### src/rtl/pdm_pkg.sv
// -----------------------------------------------------------------------------
// pdm_pkg
// Shared definitions for the PDM record/playback datapath (playback stage and
// mic deserializer).
//   - pdm_state_e  : FSM state enum (IDLE/FETCH/LOAD/PLAY)
//   - S_*          : the same encodings as plain localparams for logic-typed FSMs
//   - BRAM_READ_LAT: clip BRAM read latency in cycles (data follows mem_en)
//   - DEF_DATA_W / DEF_ADDR_W: default word and address widths
// -----------------------------------------------------------------------------
package pdm_pkg;

  localparam int DEF_DATA_W    = 16;
  localparam int DEF_ADDR_W    = 17;
  localparam int BRAM_READ_LAT = 1;

  typedef enum logic [1:0] {
    IDLE  = 2'd0,
    FETCH = 2'd1,
    LOAD  = 2'd2,
    PLAY  = 2'd3
  } pdm_state_e;

  localparam logic [1:0] S_IDLE  = 2'd0;
  localparam logic [1:0] S_FETCH = 2'd1;
  localparam logic [1:0] S_LOAD  = 2'd2;
  localparam logic [1:0] S_PLAY  = 2'd3;

endpackage

### src/rtl/pdm_playback_if.sv
// -----------------------------------------------------------------------------
// pdm_playback_if
// Clip BRAM read port between the playback stage and the clip memory.
//   mem_en   : read enable, one cycle per word
//   mem_addr : read address, valid while mem_en=1
//   mem_data : read data, valid BRAM_READ_LAT cycles after mem_en
// Modports: master = playback stage, slave = BRAM side.
// -----------------------------------------------------------------------------
interface pdm_playback_if #(
  parameter int DATA_W = 16,
  parameter int ADDR_W = 17
);
  logic              mem_en;
  logic [ADDR_W-1:0] mem_addr;
  logic [DATA_W-1:0] mem_data;

  modport master (output mem_en, output mem_addr, input  mem_data);
  modport slave  (input  mem_en, input  mem_addr, output mem_data);
endinterface

### src/rtl/pdm_bit_tick.sv
// -----------------------------------------------------------------------------
// pdm_bit_tick
// Bit-period divider: tick pulses for one cycle every CLK_DIV cycles while
// clear is low. clear holds the count at zero, so the first tick after clear
// falls exactly CLK_DIV cycles later.
//   clock : system clock
//   reset : asynchronous active-low reset
//   clear : synchronous clear, also suppresses tick
//   tick  : one-cycle pulse on the last cycle of each bit period
// CLK_DIV legal range 2..1023.
// -----------------------------------------------------------------------------
module pdm_bit_tick #(
  parameter int CLK_DIV = 50
) (
  input  logic clock,
  input  logic reset,
  input  logic clear,
  output logic tick
);
  localparam int            CW   = $clog2(CLK_DIV);
  localparam logic [CW-1:0] LAST = CW'(CLK_DIV - 1);
  localparam logic [CW-1:0] ONE  = CW'(1);

  logic [CW-1:0] cnt;

  assign tick = !clear && (cnt == LAST);

  always_ff @(posedge clock or negedge reset) begin
    if (!reset) begin
      cnt <= '0;
    end else if (clear || tick) begin
      cnt <= '0;
    end else begin
      cnt <= cnt + ONE;
    end
  end
endmodule

### src/rtl/pdm_playback.sv
// -----------------------------------------------------------------------------
// pdm_playback
// Streams clip words start_addr..end_addr (inclusive, modulo 2^ADDR_W) out of
// the clip BRAM and re-serializes each MSB-first onto a 1-bit PDM stream.
// One word is prefetched while the current one shifts out, so consecutive
// words play back to back with no gap.
//   clock, reset         : system clock, asynchronous active-low reset
//   start                : one-cycle start command, accepted only in IDLE
//   stop                 : level abort; wins over start in IDLE
//   start_addr, end_addr : clip bounds, latched on an accepted start
//   mem (master)         : BRAM read port (mem_en / mem_addr / mem_data)
//   audio_out            : PDM bitstream
//   audio_sd             : amplifier enable, high only while playing
//   busy                 : high from the cycle after start until back in IDLE
//   done                 : one-cycle pulse on normal completion only
// -----------------------------------------------------------------------------
module pdm_playback
  import pdm_pkg::*;
#(
  parameter int DATA_W  = DEF_DATA_W,
  parameter int ADDR_W  = DEF_ADDR_W,
  parameter int CLK_DIV = 50
) (
  input  logic              clock,
  input  logic              reset,
  input  logic              start,
  input  logic              stop,
  input  logic [ADDR_W-1:0] start_addr,
  input  logic [ADDR_W-1:0] end_addr,
  pdm_playback_if.master    mem,
  output logic              audio_out,
  output logic              audio_sd,
  output logic              busy,
  output logic              done
);
  localparam int            BW       = $clog2(DATA_W);
  localparam logic [BW-1:0] LAST_BIT = BW'(DATA_W - 1);
  localparam logic [BW-1:0] BIT_ONE  = BW'(1);
  localparam logic [ADDR_W-1:0] ADDR_ONE = ADDR_W'(1);

  logic [1:0]        state;
  logic [ADDR_W-1:0] addr_q;    // address of the most recently issued read
  logic [ADDR_W-1:0] end_q;
  logic [DATA_W-1:0] shift_q;
  logic [DATA_W-1:0] pf_q;
  logic              pf_vld;
  logic              rd_pend;   // a prefetch read was issued last cycle
  logic [BW-1:0]     bit_cnt;
  logic              done_q;

  logic              tick;
  logic              more;
  logic              word_end;
  logic              issue_fetch;
  logic              issue_next;
  logic [ADDR_W-1:0] addr_nxt;

  pdm_bit_tick #(.CLK_DIV(CLK_DIV)) u_tick (
    .clock (clock),
    .reset (reset),
    .clear (state != S_PLAY),
    .tick  (tick)
  );

  assign addr_nxt = addr_q + ADDR_ONE;
  assign more     = (addr_q != end_q);
  assign word_end = tick && (bit_cnt == LAST_BIT);

  // A prefetch is issued from LOAD, and at each word boundary where the
  // prefetched word is being consumed and another word still lies beyond it.
  assign issue_fetch = (state == S_FETCH);
  assign issue_next  = ((state == S_LOAD) && more) ||
                       ((state == S_PLAY) && word_end && pf_vld && more);

  assign mem.mem_en   = issue_fetch || issue_next;
  assign mem.mem_addr = issue_fetch ? addr_q : (issue_next ? addr_nxt : '0);

  // Outputs decode from async-reset state so reset clears them immediately.
  assign audio_out = (state == S_PLAY) && shift_q[DATA_W-1];
  assign audio_sd  = (state == S_PLAY);
  assign busy      = (state != S_IDLE);
  assign done      = done_q;

  always_ff @(posedge clock or negedge reset) begin
    if (!reset) begin
      state   <= S_IDLE;
      addr_q  <= '0;
      end_q   <= '0;
      shift_q <= '0;
      pf_q    <= '0;
      pf_vld  <= 1'b0;
      rd_pend <= 1'b0;
      bit_cnt <= '0;
      done_q  <= 1'b0;
    end else begin
      done_q  <= 1'b0;
      rd_pend <= issue_next;

      // Prefetch capture, one cycle after its read
      if (rd_pend) begin
        pf_q   <= mem.mem_data;
        pf_vld <= 1'b1;
      end

      case (state)
        S_IDLE: begin
          if (start && !stop) begin
            addr_q <= start_addr;
            end_q  <= end_addr;
            pf_vld <= 1'b0;
            state  <= S_FETCH;
          end
        end
        S_FETCH: begin
          state <= S_LOAD;
        end
        S_LOAD: begin
          shift_q <= mem.mem_data;
          bit_cnt <= '0;
          if (more) addr_q <= addr_nxt;
          state   <= S_PLAY;
        end
        S_PLAY: begin
          if (word_end) begin
            bit_cnt <= '0;
            if (pf_vld) begin
              shift_q <= pf_q;
              pf_vld  <= 1'b0;
              if (more) addr_q <= addr_nxt;
            end else begin
              state  <= S_IDLE;
              done_q <= 1'b1;
            end
          end else if (tick) begin
            shift_q <= shift_q << 1;
            bit_cnt <= bit_cnt + BIT_ONE;
          end
        end
        default: state <= S_IDLE;
      endcase

      // Abort: any read in flight is dropped and done is not raised
      if (stop && (state != S_IDLE)) begin
        state   <= S_IDLE;
        pf_vld  <= 1'b0;
        rd_pend <= 1'b0;
        done_q  <= 1'b0;
      end
    end
  end
endmodule

### src/flat_wrapper.sv
// flat-port wrapper written by rule: the top's interface ports become plain ports
module pdm_playback_flat import pdm_pkg::*;
#(
  parameter int DATA_W  = DEF_DATA_W,
  parameter int ADDR_W  = DEF_ADDR_W,
  parameter int CLK_DIV = 50
)
  (clock, reset, start, stop, start_addr, end_addr, audio_out, audio_sd, busy, done, mem_mem_en, mem_mem_addr, mem_mem_data);
  pdm_playback_if #(.DATA_W(DATA_W), .ADDR_W(ADDR_W)) mem_i ();
  input  logic clock;
  input  logic reset;
  input  logic start;
  input  logic stop;
  input  logic [ADDR_W-1:0] start_addr;
  input  logic [ADDR_W-1:0] end_addr;
  output logic audio_out;
  output logic audio_sd;
  output logic busy;
  output logic done;
  output wire logic [$bits(mem_i.mem_en)-1:0] mem_mem_en;
  output wire logic [$bits(mem_i.mem_addr)-1:0] mem_mem_addr;
  input wire logic [$bits(mem_i.mem_data)-1:0] mem_mem_data;
  assign mem_mem_en = mem_i.mem_en;
  assign mem_mem_addr = mem_i.mem_addr;
  assign mem_i.mem_data = mem_mem_data;
  pdm_playback #(.DATA_W(DATA_W), .ADDR_W(ADDR_W), .CLK_DIV(CLK_DIV)) u_core (.clock(clock), .reset(reset), .start(start), .stop(stop), .start_addr(start_addr), .end_addr(end_addr), .mem(mem_i), .audio_out(audio_out), .audio_sd(audio_sd), .busy(busy), .done(done));
endmodule
### config.mk
export PLATFORM = sky130hd
export DESIGN_NAME = pdm_playback_flat
export DESIGN_NICKNAME = d
export VERILOG_FILES = /design/src/rtl/pdm_pkg.sv /design/src/rtl/pdm_playback_if.sv /design/src/rtl/pdm_bit_tick.sv /design/src/rtl/pdm_playback.sv /design/src/flat_wrapper.sv
export SDC_FILE = /design/constraint.sdc
export NUM_CORES = 1
export LEC_CHECK = 0
export ABC_AREA = 1
export ABC_CLOCK_PERIOD_IN_PS = 2600
export CAP_MARGIN = 30
export CORE_MARGIN = 1.5
export CORE_UTILIZATION = 49
export DETAILED_ROUTE_END_ITERATION = 8
export GPL_TIMING_DRIVEN = 1
export PLACE_DENSITY = 0.77
export SLEW_MARGIN = 20
export SYNTH_ARGS = -nofsm -noshare
export SYNTH_HDL_FRONTEND = slang
export SYNTH_HIERARCHICAL = 1
export SYNTH_SLANG_ARGS = --single-unit
### constraint.sdc
create_clock -name clock -period 2.6 [get_ports clock]
set_input_delay 0.52 -clock clock [delete_from_list [all_inputs] [get_ports clock]]
set_output_delay 0.52 -clock clock [all_outputs]
set_load 0.02 [all_outputs]
==> results by group, run 1 <==
Place
  • Placed insts: 869
  • Port bufs: 75
  • RePlAce Congestion: 0.926
  • Post-DP HPWL: 8870 microns

Synthesis
  • Yosys Warn Count: 6
  • Yosys reg bits: 81
  • Syn Nets: 719
  • Post-Synth Adder-Cell Area: 2.09%
  • Post-synthesis cell area: 0.00479 sq mm
  • Synth area leaders: dfrtp_1 (42%), nand2_1 (17%), a21oi_1 (6.1%)
  • Syn Area/Cell: 7.30 sq um
  • Most used DFF post-synth: dfrtp_1
  • Cell variety after synth: 39
  • Post-synthesis xor/xnor area fraction: 3.29%
  • Main combinational cell family by area after synthesis: simple AND/OR/NAND/NOR gates
  • Complex-gate fraction of the synthesized area: 11.5%
  • Post-synth EDFFs: 0
  • Area leader, netlist: dfrtp_1
  • Synth top area share: 42.3%
  • Simple-Gate Fraction of Synth Area: 30.7%
  • Mux share of post-synthesis cell area: 2.11%
  • Ys async rst share: 100%
  • Sequential area share after synthesis: 42.3%
  • Mapped Cells: 657

Critical path
  • Path depth of the worst reg2reg path: 13
  • Worst path max stage delay: 0.39 ns
  • Worst setup EP type: output port
  • CP Depth: 10
  • CP Class: reg2out
  • Worst EP arrival: 2.09 ns
  • Critical path, cell by cell: inv_1 -> ha_4 -> nand4_4 -> nor2_4 -> nand3_4 -> o31ai_4 -> buf_6 -> nand4_1 -> nand2_2 -> buf_6
  • CP Buf/Inv Count: 3
  • CP Data Required Time: 2.08 ns
  • CP Max Fanout: 9
  • CP Launch Type: flop
  • Most used cell, CP: buf_6
  • Largest delay share family, worst path: simple AND/OR/NAND/NOR gates
  • Slowest-stage cell, CP: dfrtp_1

Outcome
  • Failing checks: negative setup slack
  • Status: finished with violations

Run
  • Max Cap Viol: 0

CTS
  • Clock Latency Late Sink: 0.35 ns
  • CTS Sinks: 81
  • Clock transition at path regs: 0.09 ns
  • TritonCTS Buffers: 9
  • Root buf cell: clkbuf_8
  • H-tree levels: 3
  • CTS tree: yes
  • Deepest clock path buffer count: 2

Floorplanning
  • Initial Util: 51.1%
  • Die width: 102 microns
  • Num rows: 35
  • IO Pins: 76
  • DIE HEIGHT: 102 microns
  • Core Area: 0.00937 sq mm
  • Die area: 0.0104 sq mm

Final layout
  • P&R area growth vs syn: 30.1%
  • Antenna fix cells: 0
  • Share of cells above drive strength 1: 15.5%
  • Nets: 816
  • Final cell count without fillers: 888

GRT
  • Largest net degree at the start of global routing: 36
  • GRT Util Overall: 25.1%
  • Vias in the first global route: 4491
  • First-pass GRT wire length: 20500 microns
  • Total grt overflow: 0
  • Initial antenna violation count: 0

Routing
  • Residual DRC: 0
  • Drt total wl: 12500 microns
  • Wire length per cell: 14.0 microns
  • Routed vias: 4633
  • Iter 0 DRT Violations: 228
  • Final ANT Viol Nets: 0
  • Drt pass-1 iters: 5
  • Mean number of vias per cell: 5.22

Timing
  • Max Slew Vio Count: 0
  • Fin crit period: 2.61 ns
  • Slew HR: 68.2%
  • Final hold violation count: 0
  • Clock Skew: 0.0102 ns
  • Final Cycle Share: 100%
  • Post-route setup slack: -0.00785 ns
  • Final setup vio count: 1
  • F_max: 0.383 GHz
  • Slew @ Worst Pin: 0.476 ns
  • RSZ-0062 raised after global routing: true

Power and ir drop
  • Cell Pwr Density: 1100 mW/mm^2
  • Design Power: 6.84 mW
  • Leak: 3.00 nW
  • IR drop worst, VDD: 0.491 mV

Hold path
  • Worst Hold Class: in2async
cell usage in the layout, fill, tap and decap left out, types with 3 or more instances in the layout:
cell,n
a21oi_1,58
buf_4,41
buf_6,19
clkbuf_8,9
clkdlybuf4s50_1,56
dfrtp_1,81
ha_1,6
inv_1,58
mux2_2,9
nand2_1,206
nand2_2,10
nand3_1,32
nand4_1,21
nor2_1,59
nor2_2,3
nor2_4,3
o21ai_0,37
xnor2_1,9
xor2_1,9
through the flow:
stage | utilization, % | instance area, sq um | setup TNS (ns) | hold slack, ns | setup slack, ns
final | 66.5 | 6240 | -0.00785 | 0.0789 | -0.00785
after global routing | 66.5 | 6240 | -1.80 | 0.0843 | -0.123
after CTS | 66.5 | 6240 | -0.258 | 0.0773 | -0.0359
after detailed placement | 63.4 | 5940 | -1.90 | 0.466 | -0.139
after global placement | 63.4 | 5940 | -0.930 | 0.466 | -0.0813
after floorplan | - | 4850 | 0 | 0.224 | 0.00150
area by class of cell:
cell class	instances	area (sq um)
multi-input combinational	482	2470
clock buffer	9	124
inverter	62	233
fill	823	3140
timing repair buffer	118	1120
clock inverter	7	103
tap	129	161
sequential	81	2030
power breakdown:
part,switching [mW],total [mW],internal [mW]
Clock,0.500,1.05,0.553
Combinational,2.09,3.56,1.47
Sequential,0.430,2.23,1.80
synthesized netlist by cell type, types with 8 or more instances:
library cell and count:
nand2_1 215, dfrtp_1 81, nor2_1 61, a21oi_1 58
inv_1 58, o21ai_0 37, nand3_1 32, nand4_1 21
clkbuf_1 16, buf_2 11, mux2_2 9, xnor2_1 9
xor2_1 9, ha_1 8
state kept, by name, indices dropped and copies added (netlist names):
register and flops:
u_core/u_tick/cnt 6, u_core/pf_vld 1, u_core/pf_q 16, u_core/done 1
u_core/addr_q 17, u_core/shift_q 16, u_core/bit_cnt 4, u_core/end_q 17
u_core/rd_pend 1, u_core/state 2
cells by family after synthesis:
group | count (synthesis)
buffers and inverters | 94
flip-flops | 81
adder cells (fa/ha/maj) | 8
multiplexers | 9
XOR/XNOR | 18
AND/OR/NAND/NOR | 343
AO/OA/AOI/OAI | 104
repair_timing:
action / CTS / global route
hold buffers: 0 / 0
cloned: 1 / 0
pin swaps: 8 / 9
gates resized for setup: 109 / 7
setup buffers: 3 / 1
endpoints found under the setup margin: 18 / 18
path summary, 6_finish.rpt:
| path | startpoint | end | slack [ns] |
|---|---|---|---|
| worst max-delay path | u_core/u_tick/cnt[1] | mem_mem_addr[8] | -0.008 |
| worst min-delay path | reset | u_core/end_q[4] | 0.08 |
| worst max register to register | u_core/u_tick/cnt[1] | u_core/shift_q[4] | 0.33 |
| worst min register to register | u_core/pf_q[0] | u_core/pf_q[0] | 0.53 |
| max in group asynchronous | reset | u_core/shift_q[0] | 1.90 |
| min in group clock | u_core/pf_q[0] | u_core/pf_q[0] | 0.53 |
layer usage:
layer | track usage, % | up-vias | share of wire, %
met4 | 9.27 | 0 | 1.7
met1 | 29.9 | 2159 | 42
met5 | 0 | - | 0
met2 | 45.6 | 158 | 51
li1 | - | 2296 | -
met3 | 4.10 | 20 | 6.0
(Power assumes the default switching activity.)
==> inputs of run 2 (changes only) <==
Settings changed: CTS_CLUSTER_DIAMETER from default to 40, GPL_TIMING_DRIVEN 1 to default, TNS_END_PERCENT from default to 5.
==> run 2 against run 1 <==
Against the previous run:
- the run still ends with negative setup slack left
- combinational power hardly changed
- fmax shrank 0.14%
- via count about the same
- flip-flop and latch count is the same
- routed wire length is essentially flat
- power about the same
- sequential power about the same
- global-route usage did not move
- worst setup slack lost 0.0037 ns
==> results by group, run 2 (synthesized netlist as in run 1, its figures left out) <==
Place
  • Post-DP HPWL: 8870 microns (unchanged)
  • Port bufs: 75 (unchanged)
  • Placed insts: 869 (unchanged)
  • RePlAce Congestion: 0.926 (unchanged)

Power and ir drop
  • Power Internal: 3.82 mW (about the same)
  • Logic pwr share: 52.0% (about the same)
  • Sw power: 3.03 mW (+0.20%)
  • Sequential share of power: 32.6% (about the same)
  • Design Power: 6.85 mW (about the same)
  • Clock power share: 15.4% (about the same)
  • Cell Pwr Density: 1100 mW/mm^2 (about the same)
  • Sw frac: 44.2% (+0.048 points)
  • Leak: 3.00 nW (about the same)
  • IR drop worst, VDD: 0.490 mV (about the same)

Routing
  • Residual DRC: 0 (unchanged)
  • Routed vias: 4629 (-0.086%)
  • Final ANT Viol Nets: 0 (unchanged)
  • Top Metal Used: met4
  • M1 WL: 5170 microns (-0.29%)
  • Drt total wl: 12500 microns (about the same)
  • Drt pass-1 iters: 4 (-1)
  • Iter 0 DRT Violations: 226 (-0.88%)
  • Wire length per cell: 14.0 microns (about the same)
  • DR WL met3: 754 microns (+1.3%)
  • Met2 Wirelength: 6280 microns (-0.55%)
  • Mean number of vias per cell: 5.21 (about the same)

GRT
  • Vias in the first global route: 4484 (-0.16%)
  • Total grt overflow: 0 (unchanged)
  • Largest net degree at the start of global routing: 36 (unchanged)
  • First-pass GRT wire length: 20500 microns (about the same)
  • GRT Util Overall: 25.1% (unchanged)
  • Initial antenna violation count: 0 (unchanged)

CTS
  • Root buf cell: clkbuf_8
  • Deepest clock path buffer count: 2 (unchanged)
  • H-tree levels: 3 (unchanged)
  • Clock transition at path regs: 0.09 ns (about the same)
  • CTS tree: yes
  • Clock Latency Late Sink: 0.35 ns (about the same)
  • TritonCTS Buffers: 9 (unchanged)
  • CTS Sinks: 81 (unchanged)

Critical path
  • CP Max Fanout: 9 (unchanged)
  • CP Data Required Time: 2.08 ns (about the same)
  • CP Launch Type: flop
  • CP Class: reg2out
  • CP Buf/Inv Count: 3 (unchanged)
  • Largest delay share family, worst path: simple AND/OR/NAND/NOR gates
  • CP Depth: 10 (unchanged)
  • R2R setup slack: 0.32 ns (about the same)
  • Critical path, cell by cell: inv_1 -> ha_4 -> nand4_4 -> nor2_4 -> nand3_4 -> o31ai_4 -> buf_6 -> nand4_1 -> nand2_2 -> buf_6
  • Slowest-stage cell, CP: dfrtp_1
  • Worst path max stage delay: 0.39 ns (about the same)
  • Most used cell, CP: buf_6
  • Worst EP arrival: 2.09 ns (about the same)
  • Path depth of the worst reg2reg path: 13 (unchanged)
  • Worst setup EP type: output port

Timing
  • Hold Slack: 0.0786 ns (-0.000346 ns)
  • Post-route setup slack: -0.0115 ns (-0.00368 ns)
  • RSZ-0062 raised after global routing: true
  • Fin crit period: 2.61 ns (+0.00368 ns)
  • Final hold violation count: 0 (unchanged)
  • Slew HR: 67.9% (-0.23 points)
  • Max Slew Vio Count: 0 (unchanged)
  • Slew @ Worst Pin: 0.480 ns (+0.00348 ns)
  • F_max: 0.383 GHz (-0.14%)
  • Final Cycle Share: 100% (+0.14 points)
  • Final setup vio count: 1 (unchanged)
  • Clock Skew: 0.00989 ns (-0.000270 ns)

Final layout
  • Most common cell after layout, fill and taps aside: nand2_1
  • Filler cell count: 823 (unchanged)
  • Antenna fix cells: 0 (unchanged)
  • Biggest regs: u_core/addr_q: 17 flops, u_core/end_q: 17 flops
  • Nets: 816 (unchanged)
  • Final cell count without fillers: 888 (unchanged)
  • P&R area growth vs syn: 30.1% (unchanged)
  • Most frequent cells in the layout: nand2_1 (206), dfrtp_1 (81), nor2_1 (59)
  • Share of cells above drive strength 1: 15.5% (unchanged)

Outcome
  • Failing checks: negative setup slack
  • Status: finished with violations

Floorplanning
  • Die area: 0.0104 sq mm (unchanged)
  • Die width: 102 microns (unchanged)
  • Core Area: 0.00937 sq mm (unchanged)
  • IO Pins: 76 (unchanged)
  • DIE HEIGHT: 102 microns (unchanged)
  • Num rows: 35 (unchanged)
  • Initial Util: 51.1% (unchanged)

Hold path
  • Worst Hold Class: in2async

Run
  • Max Cap Viol: 0 (unchanged)
## run 2: cell counts in the layout (fill, tap and decap cells not counted)
Identical to the previous run, type by type.
## run 2: repair_timing
item | in CTS | in global routing
endpoints found under the hold margin | 0 | 0
buffers inserted | 3 | 1
cloned | 1 | 0
pin swaps | 6 | 13
hold buffers | 0 | 0
resized for setup | 109 | 7
endpoints found under the setup margin | 18 | 18
## run 2: worst register-to-register path, stage by stage, from the launching register on
cell and delay (ns):
dfrtp_1 0.39, inv_1 0.10, ha_4 0.14, nand4_4 0.08, nor2_4 0.15, nand3_4 0.09, buf_4 0.15, nor2_4 0.09
buf_4 0.31, nand2_1 0.12, nand2_1 0.12, buf_4 0.23, a21oi_1 0.07, a21oi_1 0.17
## run 2: cell type report
type | instances | area (sq um) | area share, %
multi-input cells | 482 | 2470 | 39.5
flip-flops and latches | 81 | 2030 | 32.5
repair buffers | 118 | 1120 | 18.0
inverters | 62 | 233 | 3.73
well taps | 129 | 161 | 2.59
clock buffers | 9 | 124 | 1.99
clock inverters | 7 | 103 | 1.65
## run 2: final timing paths
| kind | startpoint | end |
|---|---|---|
| worst max-delay path | u_core/u_tick/cnt[1] | mem_mem_addr[8] |
| worst min-delay path | reset | u_core/end_q[4] |
| worst max register to register | u_core/u_tick/cnt[1] | u_core/shift_q[4] |
| worst min register to register | u_core/pf_q[0] | u_core/pf_q[0] |
| max in group asynchronous | reset | u_core/shift_q[0] |
| min in group clock | u_core/pf_q[0] | u_core/pf_q[0] |
## run 2: stage by stage
stage | area (sq um) | TNS, ns | util (%) | setup WS, ns
2_1_floorplan | 4850 | 0 | - | 0.00150
3_3_place_gp | 5940 | -0.930 | 63.4 | -0.0813
3_5_place_dp | 5940 | -1.90 | 63.4 | -0.139
4_1_cts | 6240 | -0.269 | 66.5 | -0.0359
5_1_grt | 6240 | -1.72 | 66.5 | -0.123
6_report | 6240 | -0.0115 | 66.5 | -0.0115
## run 2: per-layer routing
metal / up-vias / GRT usage (%)
met5: - / 0
met4: 0 / 8.96
met1: 2152 / 29.9
li1: 2298 / -
met3: 22 / 4.17
met2: 157 / 45.7
## run 2: power groups by stage
stage	combinational, mW	clock, mW	sequential, mW
after global placement	3.38	0	2.22
final	3.56	1.05	2.23
after CTS	3.62	1.08	2.22
after global routing	3.98	1.14	2.29
after floorplan	2.45	0	2.08
after detailed placement	3.48	0	2.25
